<file path="src/rtl/bcd_count_ctrl.sv">
// bcd_count_ctrl: 3-digit BCD stopwatch/event-counter core with prescaled tick and terminal-count detect.
// Optional macro BCD_CTRL_SYNC_EN adds 2-flop synchronizers on start/stop/clear.
module bcd_count_ctrl #(
  parameter int PRESCALE = 4,
  parameter int PS_W = 17
) (
  input  logic        clk,
  input  logic        reset,
  input  logic        start,
  input  logic        stop,
  input  logic        clear,
  input  logic        load,
  input  logic [11:0] load_val,
  input  logic [11:0] limit,
  input  logic        auto_reload,
  output logic [11:0] bcd_q,
  output logic        running,
  output logic        done,
  output logic        load_err
);
  typedef enum logic [1:0] {IDLE, RUN, PAUSE, DONE} state_t;
  state_t state, state_n;
  logic [PS_W-1:0] ps, ps_n;
  logic [11:0] bcd_n, inc, nxt_val;
  logic pend, pend_n, done_n, err_n;
  logic sta, stp, clr;
  logic tick, c0, c1, c2, ld_ok, hit;
`ifdef BCD_CTRL_SYNC_EN
  logic [2:0] s1, s2;
  always_ff @(posedge clk)
    if (reset) {s1, s2} <= '0;
    else begin
      s1 <= {clear, stop, start};
      s2 <= s1;
    end
  assign {clr, stp, sta} = s2;
`else
  assign {clr, stp, sta} = {clear, stop, start};
`endif
  assign c0 = bcd_q[3:0] == 4'd9;
  assign c1 = c0 && bcd_q[7:4] == 4'd9;
  assign c2 = c1 && bcd_q[11:8] == 4'd9;
  assign inc = {c2 ? 4'd0 : c1 ? bcd_q[11:8] + 4'd1 : bcd_q[11:8],
                c1 ? 4'd0 : c0 ? bcd_q[7:4] + 4'd1 : bcd_q[7:4],
                c0 ? 4'd0 : bcd_q[3:0] + 4'd1};
  // a pending auto-reload replaces the next increment with 000
  assign nxt_val = pend ? 12'h000 : inc;
  assign hit = nxt_val == limit;
  assign tick = state == RUN && ps == PS_W'(PRESCALE - 1);
  assign ld_ok = load_val[3:0] <= 4'd9 && load_val[7:4] <= 4'd9 && load_val[11:8] <= 4'd9;
  always_comb begin
    state_n = state;
    bcd_n = bcd_q;
    ps_n = ps;
    pend_n = pend;
    done_n = 1'b0;
    err_n = 1'b0;
    if (clr) begin
      state_n = IDLE;
      bcd_n = 12'h000;
      ps_n = '0;
      pend_n = 1'b0;
    end else if (load && state != RUN) begin
      if (ld_ok) begin
        state_n = IDLE;
        bcd_n = load_val;
        ps_n = '0;
        pend_n = 1'b0;
      end else err_n = 1'b1;
    end else if (!load && stp && state == RUN) state_n = PAUSE;
    else if (!load && sta && (state == IDLE || state == PAUSE)) state_n = RUN;
    else if (state == RUN) begin
      ps_n = tick ? '0 : ps + 1'b1;
      if (tick) begin
        bcd_n = nxt_val;
        pend_n = hit && auto_reload;
        done_n = hit;
        state_n = hit && !auto_reload ? DONE : RUN;
      end
    end
  end
  always_ff @(posedge clk)
    if (reset) begin
      state <= IDLE;
      bcd_q <= 12'h000;
      ps <= '0;
      pend <= 1'b0;
      running <= 1'b0;
      done <= 1'b0;
      load_err <= 1'b0;
    end else begin
      state <= state_n;
      bcd_q <= bcd_n;
      ps <= ps_n;
      pend <= pend_n;
      running <= state_n == RUN;
      done <= done_n;
      load_err <= err_n;
    end
endmodule

</file>
<file path="config.mk">
export PLATFORM = sky130hd
export DESIGN_NAME = bcd_count_ctrl
export DESIGN_NICKNAME = d
export VERILOG_FILES = /design/src/rtl/bcd_count_ctrl.sv
export SDC_FILE = /design/constraint.sdc
export NUM_CORES = 1
export LEC_CHECK = 0
export CORE_MARGIN = 2
export CORE_UTILIZATION = 40
export CTS_BUF_LIST = sky130_fd_sc_hd__clkbuf_8
export DETAILED_ROUTE_END_ITERATION = 8
export PLACE_DENSITY = 0.75
export SLEW_MARGIN = 20
export SYNTH_ARGS = -nofsm -noshare
export SYNTH_HDL_FRONTEND = slang
export SYNTH_SLANG_ARGS = --single-unit
</file>
<file path="constraint.sdc">
create_clock -name clk -period 6.1 [get_ports clk]
set_input_delay 1.83 -clock clk [delete_from_list [all_inputs] [get_ports clk]]
set_output_delay 1.83 -clock clk [all_outputs]
set_load 0.01 [all_outputs]
</file>
; ---- After elaboration in Yosys (flattened, before gate mapping)
; Cells that the tools add are included.
[classes]
add_sub_neg = 4
n_lt_le_gt_ge = 3
eq_ne = 12
n_mux = 33
n_bitwise = 3
reduce_logical = 23
[ops]
columns = operator, count
row1 = $mux 17, 6
row2 = $mux 12, 7
row3 = $mux 4, 5
row4 = $add 17x1->17 const B, 1
row5 = $eq 17x2->1 const B, 1
row6 = $mux 2, 8
row7 = $add 4x1->4 const B, 3
row8 = $eq 12x12->1, 1
row9 = $eq 4x4->1 const B, 3
row10 = $le 4x4->1 const B, 3
row11 = $logic_and 1x1->1, 12
row12 = $mux 1, 7
row13 = $reduce_or 7->1, 1
row14 = $ne 2x2->1 const B, 3
row15 = $reduce_and 5->1, 1
row16 = $eq 2x1->1 const B, 2
row17 = $reduce_and 4->1, 1
row18 = $reduce_bool 2->1, 2
row19 = $not 1->1, 3
row20 = $reduce_or 3->1, 1
row21 = $eq 2x2->1 const B, 1
row22 = $logic_not 1->1, 2
row23 = $logic_not 2->1, 1
row24 = $ne 2x1->1 const B, 1
row25 = 2 further kinds, 2
[totals]
register_bits = 35
input_bits = 31
output_inout_bits = 15
wordCells = 85

; ---- Logic depth before layout (Yosys ltp)
[logic_depth]
word_depth = 15
ltp_mapped = 10
depth_no_buf = 9

; ---- Worst setup path before layout
; No wires, ideal clock.
[synth_path]
kind = input to register
startpoint = in limit[0]
endpoint = reg running
setup_time_ns = 0.127
t_arrival_ns = 3.184
required_ns = 5.973
path_slack_ns = 2.789
cell_stages = 7
n_path_buf = 0
cell_sequence = o41ai_1 > o21ai_0 > a2111oi_2 > o2111a_1 > and4_1 > a21oi_2 > nor2b_4
[synth_between]
elab_chain_cells = 10
[synth_rtl]
columns = element, line_no
row1 = "start, declared", 14  ; input logic [11:0] limit,
row2 = $eq 12x12->1, 48  ; assign hit = nxt_val == limit;
row3 = $logic_and 1x1->1, 78  ; state_n = hit && !auto_reload ? DONE : RUN;
row4 = $mux 2, 78
row5 = $mux 2, 74  ; if (tick) begin
row6 = $mux 2, 72  ; else if (state == RUN) begin
row7 = $mux 2, 71  ; else if (!load && sta && (state == IDLE || state == PAUSE)) state_n = RUN;
row8 = $mux 2, 70  ; end else if (!load && stp && state == RUN) state_n = PAUSE;
row9 = $mux 2, 63  ; end else if (load && state != RUN) begin
row10 = $mux 2, 58  ; if (clr) begin
row11 = $eq 2x1->1, 96  ; running <= state_n == RUN;
row12 = "end signal, assigned", 88  ; running <= 1'b0;
row13 = "end signal, assigned", 96
row14 = "end, declared", 17  ; output logic running,
; Every way passes these cells.
; A chain may end at the register's enable or synchronous reset.

; ---- Worst setup path in the final report
[layout_path]
startpoint = in load_val[9]
endpoint = reg pend
[layout_between]
elab_chain_cells = 4
[layout_rtl]
columns = element, line_no
row1 = "start, declared", 13  ; input logic [11:0] load_val,
row2 = $le 4x4->1, 50  ; assign ld_ok = load_val[3:0] <= 4'd9 && load_val[7:4] <= 4'd9 && load_val[11:8] <= 4'd9;
row3 = $logic_and 1x1->1, 50
row4 = $ne 2x2->1 (no source line), -
row5 = $reduce_and 5->1 (no source line), -
row6 = "end signal, assigned", 95  ; pend <= pend_n;
row7 = "end, declared", 25  ; logic pend, pend_n, done_n, err_n;
; Every way passes these cells.

==> summary.txt <==
Setup path
  • Worst R2R End: running
  • Crit path kind: input port to flop
  • Critical Path Sink Type: flop
  • Worst Setup SP: load_val[9]
  • Worst reg-to-reg setup slack: 3.19 ns
  • CP startpoint kind: input port
  • Critical Path RT: 6.27 ns
  • Crit path DAT: 4.47 ns
  • Crit-path max FO: 25
  • Worst reg-to-reg path cell count: 7
  • Critical R2R Launch: bcd_q[0]

Timing
  • Final setup vio count: 0
  • Setup TNS: 0 ns
  • Fin crit share: 70.6%
  • Relative slew margins: 48.5%
  • Worst-Margin Slew: 0.773 ns
  • Min Clock Period, post-route: 4.31 ns
  • Final Hold Fails: 0
  • Skew final: 0.0116 ns
  • F_max: 0.232 GHz
  • Final Max Slew Viols: 0
  • RSZ-0062 raised after global routing: no

Detailed routing
  • DR pass1 iterations: 5
  • Initial DRC Count: 248
  • WL final: 6890 um
  • Drt wl/cell: 15.6 um
  • DRT antenna net count: 0
  • Vias/cell: 6.00
  • DRC: 0
  • Routed via count: 2646

Clock tree
  • # clock sinks: 35
  • CTS clk-pin slew, worst paths: 0.08 ns
  • Post-CTS Hold Fix Bufs: 0
  • CTS max path bufs: 2
  • CTS buffer count: 5
  • Clk_lat worst skew: 0.29 ns
  • CTS tree: built
  • Root buffer cell: clkbuf_8
  • Post-CTS setup buffers: 0
  • CTS resizes: 0
  • Number of H-tree levels: 2

Run status
  • Outcome: complete, no violations

Hold path
  • Worst Hold End: ps[1]
  • Worst Hold Depth: 2
  • Hold Startpoint: ps[1]
  • Hold Path Class: flop to flop

Synth
  • Unique masters post-synth: 69
  • Register area share after synthesis: 27.6%
  • Mapped Cells: 330
  • Main synth FF type: dfxtp_1
  • EDFF count, synth: 0
  • FF+latch count, synth: 35
  • Synth warn: 0
  • Synth Net Count: 366
  • Async SR Flop Fraction: 0%
  • Syn Area/Cell: 7.69 sq um
  • Cell area after synthesis: 2540 sq um

Placement
  • Post-detail-place hpwl: 4990 um
  • Port buffer count: 45
  • Final GP Congestion: 0.926

Final layout
  • Area growth syn-to-layout: 22.2%
  • N_diodes: 0
  • Share of layout cells above drive strength 1: 7.14%
  • Fill count: 645
  • Multi-input logic area: 1690 sq um
  • Sequential cell area: 701 sq um
  • # nets final: 399

Power and ir drop
  • Combinational Power Share: 14.2%
  • Pwr dens: 168 nW/um^2
  • Int Power: 390 uW
  • Overall Power: 520 uW
  • Peak VDD IR: 84.8 uV
  • Sw frac: 25.1%
  • Clk pwr share: 40.4%
  • Leakage: 0.00102 uW
  • Sequential share of power: 45.3%
  • P_sw: 130 uW

Floorplan
  • # rows: 29
  • Core area: 6240 sq um
  • Starting Density: 40.7%
  • Die Y: 83.6 um
  • I/O Pins: 46
  • Die width: 83.6 um
  • Die area: 7000 sq um

GRT
  • Initial antenna violation count: 0
  • Overall routing resource usage: 19.8%
  • Number of global-route vias before repair: 2373
  • Largest net degree at the start of global routing: 29
  • Global route overflow: 0
  • First-pass GRT wire length: 11500 um

Run
  • Total of max-cap violations: 0
## metal layers
metal / track usage, % / vias to the layer above / part of all wire (%) / wire [um]
li1: - / 1298 / - / -
met1: 27.2 / 1230 / 47 / 3240
met2: 32.1 / 104 / 46 / 3170
met3: 3.17 / 14 / 5.5 / 376
met4: 5.28 / 0 / 1.5 / 103
met5: 0 / - / 0 / 0
## kinds of logic (layout without fill, tap and decap cells)
family                   Yosys count  count (layout)  synth area share [%]
buffers and inverters             32              66                  5.97
AND/OR/NAND/NOR                  158             158                  34.7
adder cells (fa/ha/maj)            5               5                  2.47
flip-flops                        35              35                  27.6
XOR/XNOR                          15              15                  5.18
AO/OA/AOI/OAI                     83              83                  23.3
multiplexers                       2               2                 0.789
## worst max-delay path, stage by stage
cell and delay (ns):
clkdlybuf4s50_1 0.41, o21ai_0 0.33, nand4_1 0.14, a21oi_1 0.65
nor2b_1 0.21, buf_4 0.26, nand2b_1 0.50, o22ai_1 0.14
## metrics by stage
stage          instances  hold slack (ns)  util, %  area, sq um  setup slack (ns)
6_report             441            0.501     49.7         3100              1.79
3_3_place_gp         433            0.484     47.9         2990              1.56
4_1_cts              441            0.500     49.7         3100              1.81
2_1_floorplan        330            0.458        -         2540              2.79
3_5_place_dp         433            0.488     47.9         2990              1.48
5_1_grt              441            0.541     49.7         3100              1.55
## synth_stat cells (all sizes together), types with 7 or more instances
cell	count	area share [%]
clkbuf	7	1.1
nor4	8	2.2
nand2b	8	2.0
xor2	7	2.4
nand2	26	4.0
dfxtp	35	28
inv	11	1.6
nor2	42	6.2
o21ai	18	3.6
nand3	16	3.2
nor3	9	2.0
a211oi	10	3.0
a21oi	16	3.3
buf	14	3.3
xnor2	8	2.8
## power groups by stage
stage                     registers (uW)  logic, uW  clock network (uW)
final                                236       74.0                 210
after global routing                 236       80.6                 229
after CTS                            236       73.1                 214
after detailed placement             241       72.6                   0
after global placement               241       72.1                   0
after floorplan                      240       39.1                   0
## state kept, by name, indices dropped and copies added (netlist names)
signal	cells
running	1
load_err	1
bcd_q	12
ps	17
done	1
pend	1
state	2
## cell type report
cell class / count / share of cell area (%)
Clock buffer: 5 / 2.22
Multi-Input combinational cell: 263 / 54.3
Inverter: 11 / 1.33
Tap cell: 77 / 3.11
Sequential cell: 35 / 22.6
Timing Repair Buffer: 47 / 15.0
Clock inverter: 3 / 1.41
## placed cells by master (no fill, tap or decap), drive strengths merged, types with 4 or more instances in the layout
cell type / count
nand3b: 4
nor4: 8
nand2b: 8
a22oi: 6
nand3: 16
clkdlybuf4s50: 45
nand2: 26
a21oi: 16
a311oi: 4
xnor2: 8
and2: 4
ha: 5
nor2b: 4
and4: 5
dfxtp: 35
nand4: 5
xor2: 7
clkbuf: 5
nor3: 9
and3: 6
a211oi: 10
o21ai: 18
inv: 11
nor2: 42
## worst max path at each step
stage / to / slack, ns / cells after the start
detailed placement: pend / 1.48 / 8
global route: pend / 1.55 / 8
CTS: pend / 1.81 / 8
finish: pend / 1.79 / 8
floorplan: running / 2.79 / 7
global placement: pend / 1.56 / 8
No activity file was read; power rests on OpenSTA's default activity.
